$ cat src/rtl/wb_queue.sv
// wb_queue: in-order writeback queue between MEM and the register file.
//
// Holds up to DEPTH results in program order. Each entry keeps its own
// destination, write enable and data. A load entry stays blocked until its
// out-of-band response fills it. The head entry drives the single regfile
// write port. Responses that belong to flushed loads are counted in drop_cnt
// and discarded when they arrive.
//
// Ports:
//   clk, rst_n          clock, synchronous active-low reset
//   flush               discard every queued entry
//   in_valid/in_ready   MEM result handshake
//   in_rd .. in_is_illegal
//                       fields of the incoming MEM result
//   ld_valid, ld_data   load response, returned in program order
//   rf_we, rf_rd, rf_data
//                       regfile write port, driven by the retiring head
//   pend_mask           bit r set while a queued entry will write register r
//   err_ld              sticky flag for a load response that nothing expects
module wb_queue #(
    parameter int         XLEN    = 32,
    parameter int         DEPTH   = 4,
    parameter int         RADDR_W = 5,
    parameter logic [2:0] TYPE_J  = 3'd3
) (
    input  logic                  clk,
    input  logic                  rst_n,
    input  logic                  flush,
    input  logic                  in_valid,
    output logic                  in_ready,
    input  logic [RADDR_W-1:0]    in_rd,
    input  logic                  in_is_writeback,
    input  logic                  in_is_load,
    input  logic [2:0]            in_opcode_type,
    input  logic [XLEN-1:0]       in_alu_out,
    input  logic [XLEN-1:0]       in_pc_plus4,
    input  logic [XLEN-1:0]       in_csr_data,
    input  logic                  in_csr_wb,
    input  logic                  in_is_illegal,
    input  logic                  ld_valid,
    input  logic [XLEN-1:0]       ld_data,
    output logic                  rf_we,
    output logic [RADDR_W-1:0]    rf_rd,
    output logic [XLEN-1:0]       rf_data,
    output logic [2**RADDR_W-1:0] pend_mask,
    output logic                  err_ld
);

    localparam int PTR_W = $clog2(DEPTH);
    localparam int CNT_W = $clog2(DEPTH + 1);

    // Entry storage (not reset; occupancy decides which slots are meaningful)
    logic [RADDR_W-1:0] rd_q   [DEPTH];
    logic [XLEN-1:0]    data_q [DEPTH];
    logic [DEPTH-1:0]   wen_q;
    logic [DEPTH-1:0]   wait_q;

    // Control state
    logic [PTR_W-1:0] head;
    logic [PTR_W-1:0] tail;
    logic [CNT_W-1:0] count;
    logic [CNT_W-1:0] drop_cnt;
    logic             err_q;

    logic             full;
    logic             accept;
    logic             retire;
    logic             new_wen;
    logic             new_wait;
    logic [XLEN-1:0]  new_data;
    logic [DEPTH-1:0] occ;
    logic             fill_hit;
    logic [PTR_W-1:0] fill_idx;
    logic [CNT_W-1:0] wait_cnt;
    logic             ld_drop;
    logic             ld_fill;
    logic             ld_err;
    logic [CNT_W-1:0] drop_next;

    // Incoming entry decode; a load slot holds the ALU value until its response overwrites it
    assign new_wen  = !in_is_illegal && (in_csr_wb || in_is_writeback) && (in_rd != '0);
    assign new_wait = in_is_load && !in_csr_wb && !in_is_illegal;
    assign new_data = in_csr_wb                   ? in_csr_data :
                      (in_opcode_type == TYPE_J)  ? in_pc_plus4 :
                                                    in_alu_out;

    // Full blocks acceptance even when the head retires in the same cycle
    assign full     = (count == CNT_W'(DEPTH));
    assign in_ready = rst_n && !full;
    assign accept   = in_valid && !full && !flush;
    assign retire   = (count != '0) && !wait_q[head] && !flush;

    assign rf_we   = rst_n && retire && wen_q[head];
    assign rf_rd   = rd_q[head];
    assign rf_data = data_q[head];
    assign err_ld  = err_q;

    // Walk the queue from head: occupancy, outstanding loads, oldest waiting slot
    always_comb begin
        occ      = '0;
        fill_hit = 1'b0;
        fill_idx = '0;
        wait_cnt = '0;
        for (int i = 0; i < DEPTH; i++) begin
            if (CNT_W'(i) < count) begin
                occ[head + PTR_W'(i)] = 1'b1;
                if (wait_q[head + PTR_W'(i)]) begin
                    wait_cnt = wait_cnt + CNT_W'(1);
                    if (!fill_hit) begin
                        fill_hit = 1'b1;
                        fill_idx = head + PTR_W'(i);
                    end
                end
            end
        end
    end

    // Pending mask includes the head even in the cycle it retires
    always_comb begin
        pend_mask = '0;
        for (int j = 0; j < DEPTH; j++) begin
            if (rst_n && occ[j] && wen_q[j]) begin
                pend_mask[rd_q[j]] = 1'b1;
            end
        end
    end

    // Responses owed to flushed loads are consumed before any fill
    assign ld_drop = ld_valid && (drop_cnt != '0);
    assign ld_fill = ld_valid && (drop_cnt == '0) && fill_hit;
    assign ld_err  = ld_valid && (drop_cnt == '0) && !fill_hit;

    // A load filled in the flush cycle no longer owes a response
    always_comb begin
        drop_next = drop_cnt;
        if (ld_drop) begin
            drop_next = drop_next - CNT_W'(1);
        end
        if (flush) begin
            drop_next = drop_next + wait_cnt - CNT_W'(ld_fill);
        end
    end

    always_ff @(posedge clk) begin
        if (!rst_n) begin
            count    <= '0;
            head     <= '0;
            tail     <= '0;
            drop_cnt <= '0;
            err_q    <= 1'b0;
        end else begin
            drop_cnt <= drop_next;
            if (ld_err) begin
                err_q <= 1'b1;
            end
            if (flush) begin
                count <= '0;
                head  <= '0;
                tail  <= '0;
            end else begin
                count <= count + CNT_W'(accept) - CNT_W'(retire);
                head  <= head + PTR_W'(retire);
                tail  <= tail + PTR_W'(accept);
            end
        end
    end

    // Accept writes a free slot and fill writes an occupied one, so they never collide
    always_ff @(posedge clk) begin
        if (accept) begin
            rd_q[tail]   <= in_rd;
            data_q[tail] <= new_data;
            wen_q[tail]  <= new_wen;
            wait_q[tail] <= new_wait;
        end
        if (ld_fill) begin
            data_q[fill_idx] <= ld_data;
            wait_q[fill_idx] <= 1'b0;
        end
    end

endmodule

$ cat config.mk
export PLATFORM = sky130hd
export DESIGN_NAME = wb_queue
export DESIGN_NICKNAME = d
export VERILOG_FILES = /design/src/rtl/wb_queue.sv
export SDC_FILE = /design/constraint.sdc
export NUM_CORES = 1
export LEC_CHECK = 0
export BUFFER_PORTS_ARGS = -buffer_cell sky130_fd_sc_hd__buf_2
export CORE_AREA = 2 2 200 123
export DETAILED_ROUTE_END_ITERATION = 7
export DIE_AREA = 0 0 202 125
export GPL_ROUTABILITY_DRIVEN = 0
export GPL_TIMING_DRIVEN = 1
export PLACE_DENSITY = 0.7
export SETUP_SLACK_MARGIN = 0.1
export SYNTH_ARGS = -nofsm -noshare
export SYNTH_HDL_FRONTEND = slang
export SYNTH_SLANG_ARGS = --single-unit
$ cat constraint.sdc
create_clock -name clk -period 7.14 [get_ports clk]
set_clock_uncertainty 0.2 [all_clocks]
set_input_delay 0.357 -clock clk [delete_from_list [all_inputs] [get_ports clk]]
set_output_delay 0.357 -clock clk [all_outputs]
set_load 0.02 [all_outputs]
==> results.md, run 1 <==
- Status: completed
- Reg2reg start: head[0]$_SDFF_PP0_
- Routed via count: 7798
- Tmin final: about 5.2 ns
- F_max: 192 MHz
- Fin. Hold Viols: 0
- Area grow syn2layout: 18.1%
- Row count: 44
- Slew Limit Headroom: between 10% and 20%
- Reg2reg path depth: 10
- Hold Path Depth: 2
- Drt drc: 0
- Post-route design area: 12300 um2
- Syn_nets: ~1000
- Cell at the slowest stage of the critical path: nand2_2
- Sequential share of the synthesized area: 46.8%
- Ports: roughly 220
- Worst-margin pin slew: about 1.3 ns
- Distinct cells, synth: 50
- CTS tree: done
- Routed WL per cell: 20.6 um
- Clk_lat worst skew: 0.43 ns
- Register Area: 4870 um2
- Die footprint: 25300 um2
- Crit Path Category: register to register
- CP Cell Sequence: buf_4 > mux4_2 > o21ai_0 > ha_1 > nor2_1 > a31oi_4 > a21oi_1 > a211o_1 > nand3_2 > nand2_2
- CP Max Fanout: 55
- Pwr dens: around 190 nW/um2
- Hold Path Class: input pin to register
- Die H: 125 um
- Detailed Route WL: roughly 28000 um
- Remaining antenna violation count: 0
- Initial DRC count: between 900 and 1000
- Vias in the first global route: 7666
- Die Span X: between 200 and 250 um
- Post-route setup TNS: 0 ns
- N_diodes: 0
- DP HPWL: 19400 um
- Syn avg cell area: 12.5 um2
- Post-layout net count: 1191
- Worst Hold End: data_q[3][7]$_DFFE_PP_
- Filler instances: 2055
- Final core occ: 52.0%
- Share of flip-flops with an asynchronous set or reset: 0%
- Peak supply drop: 0.000178 V
- Footprint of the multi-input gates: 5180 um2
- Mapped Cells: 833
- Worst-case clock buffer depth: 2
- Static leakage: 4.90 nW
- Hold path startpoint: ld_data[7]
- Antenna violations before repair: 0
- Yosys reg bits: 167
- Synth warnings: 0
- Global-route usage over all layers: 21.9%
- Max-slew violations: 0
- Post-DP Area: 11700 um2
- Number of CTS-inserted buffers: 17
- CTS HTree Levels: 4
- GRT overflow: 0
- Initial Util: 44.0%
- First-pass GRT wire length: 43000 um
- Reg2Reg Setup Slack: slightly below 2 ns
- Mapped Area: 10400 um2
- Largest net degree at the start of global routing: 67
- Clock Pin Slew Worst Setup and Hold Paths: 0.06 ns
- Crit path largest cell delay: approximately 1.1 ns
- RSZ-0062 raised after global routing: no
- Fin Hold WS: 0.0725 ns
- Max Cap Viol: 0
- Final setup vio count: 0
- # port buffers: 216
- Number of flops mapped to enable cells by yosys: roughly 150
- Root Driver: clkbuf_16
- TritonRoute pass-1 iters: 6
- Worst path arrival time: just over 5 ns
- Ratio of cells with drive above 1 in the final layout: 42.1%
- CTS sink cnt: between 150 and 200
- Total chip power: 2.37 mW
- Critical Path RT: 6.99 ns
- Main synth FF type: edfxtp_1
- Crit. End Element: register
- Reg2reg end: data_q[3][17]$_DFFE_PP_
- Vias per cell: 5.75
- CP Launch Type: register
- Fin crit share: 73.1%
- Core footprint: 23600 um2
-- worst max-delay path, delay by kind of cell, from the launching register on --
kind            cells  cell delay, ns
fa+ha+maj           1            0.23
flops               1            0.34
buf+inv             1            0.74
mux                 1            0.50
compound gates      4            0.70
simple gates        3            2.08
-- synth_stat cells (3+ instances only) --
library cell,instances,area [um2]
nor2_1,33,124
a31oi_1,5,31.3
and2_1,8,50.1
a22oi_1,67,503
mux2i_1,44,440
nor3_1,13,65.1
and3b_1,8,70.1
dfxtp_1,15,300
and3_1,10,62.6
edfxtp_1,152,4560
nor2b_1,4,25.0
nand3b_1,3,22.5
mux2_1,3,33.8
inv_1,20,75.1
nand2b_1,6,37.5
nand3_1,6,30.0
buf_1,15,56.3
ha_1,22,275
buf_2,14,70.1
buf_6,4,45.0
mux4_2,40,901
nor3b_1,14,105
a21oi_1,7,35.0
mux2_2,128,1440
o21ai_0,41,205
clkbuf_1,26,97.6
nand2_1,87,327
xnor2_1,7,61.3
-- report_power, final --
| part | switching [mW] | total, mW | internal, mW | leakage (nW) |
|---|---|---|---|---|
| Combinational | 0.209 | 0.391 | 0.182 | 3.13 |
| Sequential | 0.0156 | 1.12 | 1.11 | 1.51 |
| Clock | 0.377 | 0.853 | 0.477 | 0.266 |
| Total | 0.601 | 2.37 | 1.77 | 4.90 |
-- worst max-delay path by stage --
stage,startpoint,to,slack [ns],cells past startpoint
2_1_floorplan,head[0]$_SDFF_PP0_,drop_cnt[2]$_SDFF_PN0_,2.06,21
3_3_place_gp,head[0]$_SDFF_PP0_,data_q[3][22]$_DFFE_PP_,1.99,9
3_5_place_dp,head[0]$_SDFF_PP0_,data_q[3][20]$_DFFE_PP_,1.88,10
4_1_cts,head[0]$_SDFF_PP0_,data_q[3][20]$_DFFE_PP_,1.86,10
5_1_grt,head[0]$_SDFF_PP0_,data_q[3][20]$_DFFE_PP_,1.42,10
6_report,head[0]$_SDFF_PP0_,data_q[3][17]$_DFFE_PP_,1.92,10
-- cell families (layout without fill, tap and decap cells) --
family | after synthesis | after routing | share of synthesized area (%)
muxes | 215 | 215 | 27.1
AOI/OAI and AO/OA | 142 | 142 | 9.63
and+or+nand+nor | 197 | 197 | 9.22
xor gates and xnor gates | 8 | 8 | 0.807
buffers and inverters | 80 | 282 | 3.36
adders and majority gates | 24 | 24 | 3.04
DFF | 167 | 167 | 46.8
-- metrics by stage --
stage	setup slack [ns]	std cells
final	1.92	1357
after global routing	1.42	1357
after CTS	1.86	1357
after detailed placement	1.88	1320
after global placement	1.99	1320
after floorplan	2.06	833
-- repair_timing --
action,4_1_cts,5_1_grt
resized for setup,0,0
endpoints found under the hold margin,17,0
hold buffers,5,0
buffers inserted,0,0
-- placed cells by master (no fill, tap or decap), drive strengths merged, types with 20 or more instances in the layout --
master,count
a22oi,67
mux2,131
nor2,33
edfxtp,152
ha,22
o21ai,41
mux2i,44
mux4,40
nand2,87
buf,225
inv,20
-- layout make-up --
| class | instances | share of cell area (%) |
|---|---|---|
| inverter | 20 | 0.612 |
| clock inverter | 13 | 0.887 |
| timing repair buffer | 230 | 9.77 |
| sequential | 167 | 39.7 |
| tap | 322 | 3.28 |
| clock buffer | 19 | 3.53 |
| multi-input combinational | 586 | 42.2 |
-- registers in the layout (all words and copies together) (netlist names) --
register and flops:
data_q 128, rd_q 20, wait_q 4, wen_q 4
count 3, drop_cnt 3, head 2, tail 2
err_ld 1
-- layer usage --
layer	GRT usage, %	vias up	part of all wire (%)	wire (um)
li1	-	3602	-	-
met1	33.2	3805	47	13200
met2	32.6	361	44	12300
met3	3.99	30	7.6	2120
met4	5.36	0	1.1	299
met5	0	-	0	0
Power figures use the tool's default switching activity.
==> run 2: changes to the inputs <==
Settings changed: PLACE_DENSITY 0.7 to 0.73.
Clock period 7.14 ns to 4.3 ns, I/O delays scaled along.
==> results.md, run 2 (synthesis results as in run 1) <==
- Final setup vio count: 0
- Root Driver: clkbuf_16
- Worst-margin pin slew: 1.08 ns
- Reg2reg end: drop_cnt[2]$_SDFF_PN0_
- Die Span X: ~200 um
- Crit Path Category: register to register
- Clock Pin Slew Worst Setup and Hold Paths: 0.06 ns
- Peak supply drop: 0.000262 V
- Slew Limit Headroom: 27.9%
- Routed via count: 8189
- CTS HTree Levels: 4
- Initial Util: 44.0%
- Area grow syn2layout: 26.1%
- Critical Path Sink: drop_cnt[2]$_SDFF_PN0_
- F_max: 238 MHz
- Ratio of cells with drive above 1 in the final layout: roughly 44%
- Drt drc: 0
- Crit. Startpoint: head[0]$_SDFF_PP0_
- TritonRoute pass-1 iters: 5
- Tmin final: 4.19 ns
- CP Cell Sequence: inv_6 > ha_4 > mux2_4 > o21ai_4 > ha_4 > a21oi_4 > inv_2 > ha_4 > mux2_4 > ha_4 > mux2i_1 > ha_1 > inv_2 > fa_2 > xnor2_2 > xnor3_1 > and3_1 > o21a_1
- Post-DP Area: 12000 um2
- Core footprint: 23600 um2
- Remaining antenna violation count: 0
- Fin. Hold Viols: 0
- Total chip power: 4.21 mW
- Antenna violations before repair: 1
- Vias per cell: 5.75
- RSZ-0062 raised after global routing: yes
- # port buffers: around 220
- Status: completed
- Ports: 217
- Max-slew violations: 0
- Crit path largest cell delay: 0.38 ns
- Filler instances: 1991
- Max Cap Viol: 0
- Post-route design area: 13100 um2
- Fin crit share: a little over nine tenths
- Static leakage: 5.27 nW
- Cell at the slowest stage of the critical path: dfxtp_4
- Die H: ~130 um
- Reg2Reg Setup Slack: 0.11 ns
- Clk_lat worst skew: 0.43 ns
- Worst path arrival time: 4.32 ns
- Reg2reg start: head[0]$_SDFF_PP0_
- Largest net degree at the start of global routing: 67
- CP Depth: 18
- CP Max Fanout: 4
- Max reg flops: 128
- Pwr dens: roughly 320 nW/um2
- Vias in the first global route: 8027
- Routed WL per cell: 20.6 um
- Die footprint: 25300 um2
- Number of CTS-inserted buffers: 17
- CTS tree: done
- Top delay family on crit path: adder cells
- Worst-case clock buffer depth: 2
- Initial DRC count: about 660
- Final core occ: 55.4%
- CP Launch Type: register
- DP HPWL: between 15000 and 20000 um
- Most flops, register: data_q
- Critical Path RT: 4.43 ns
- Most common cell after layout, fill and taps aside: buf_2
- Post-layout net count: roughly 1300
- Most frequent CP cell: ha_4
- Reg2reg path depth: 18
- Row count: 44
- Global-route usage over all layers: about 23%
- Crit. End Element: register
- Buf/Inv on CP: 3
- First-pass GRT wire length: 45300 um
- Detailed Route WL: 29300 um
- Most frequent cells in the layout: buf_2 (216), edfxtp_1 (152), mux2_2 (126)
- Hold Path Class: input pin to register
- CTS sink cnt: 167
- GRT overflow: 0
- Biggest regs: data_q: 128 flops, rd_q: 20 flops
==> run 2: cell count changes in the layout (fill, tap and decap cells not counted), moves of 3 or more <==
cell and delta:
bufinv_16 +3, inv_1 -4, ha_4 +4, clkinv_2 -3
buf_4 +27, buf_12 +4, ha_1 -4, inv_2 +3
dlygate4sd3_1 +34
==> run 2: how the worst min path moves through the flow <==
stage | startpoint | endpoint | slack (ns) | depth (start not counted)
after detailed placement | err_ld$_SDFFE_PN0P_ | err_ld$_SDFFE_PN0P_ | 0.25 | 1
after CTS | flush | drop_cnt[0]$_SDFF_PN0_ | 0.01 | 4
after global routing | flush | drop_cnt[2]$_SDFF_PN0_ | 0.04 | 3
final | flush | drop_cnt[2]$_SDFF_PN0_ | 0.02 | 3
after floorplan | in_rd[0] | rd_q[0][0]$_DFFE_PP_ | 0.11 | 0
after global placement | in_rd[0] | rd_q[0][0]$_DFFE_PP_ | 0.25 | 1
==> run 2: area by class of cell <==
cell class                 count  area (um2)  area share, %
antenna                        1        2.50         0.0191
clock buffer                  19         433           3.31
clock inverter                13         179           1.37
inverter                      20        80.1          0.612
multi-input combinational    586        5280           40.3
sequential                   167        4870           37.2
tap                          322         403           3.08
timing repair buffer         297        1840           14.1
==> run 2: worst register-to-register path: stages, from the launching register on <==
cell and delay, ns:
dfxtp_4 0.38, inv_6 0.04, ha_4 0.28, mux2_4 0.32, o21ai_4 0.20, ha_4 0.24, a21oi_4 0.13, inv_2 0.06
ha_4 0.20, mux2_4 0.29, ha_4 0.26, mux2i_1 0.06, ha_1 0.29, inv_2 0.04, fa_2 0.37, xnor2_2 0.16
xnor3_1 0.24, and3_1 0.17, o21a_1 0.18
==> run 2: repair_timing <==
item / CTS / global route
resized for setup: 5 / 10
hold buffers: 39 / 0
pin swaps: 3 / 10
setup endpoints to repair: 1 / 57
hold endpoints to repair: 156 / 0
setup buffers: 6 / 2
==> run 2: layer usage <==
layer / global-route usage (%) / up-vias / share of wire [%] / wire [um]
met5: 0 / - / 0 / 0
met1: 33.9 / 4036 / 45 / 13300
met4: 5.28 / 0 / 1.4 / 406
met3: 5.89 / 34 / 9.0 / 2630
li1: - / 3745 / - / -
met2: 35.0 / 374 / 44 / 13000
==> run 2: power breakdown <==
part | switching, mW | internal [mW] | leakage, nW
clock network | 0.635 | 0.969 | 0.294
registers | 0.0237 | 1.84 | 1.51
logic | 0.376 | 0.370 | 3.47
total | 1.04 | 3.18 | 5.27
==> run 2: metrics by stage <==
stage | instances | setup WS, ns | hold WS, ns | TNS (ns)
after floorplan | 833 | -0.150 | 0.114 | -0.150
after global placement | 1345 | 0.0736 | 0.247 | 0
after detailed placement | 1345 | -0.00663 | 0.254 | -0.00663
after CTS | 1422 | 0.103 | 0.00975 | 0
after global routing | 1425 | -0.0757 | 0.0361 | -0.0757
final | 1425 | 0.105 | 0.0178 | 0
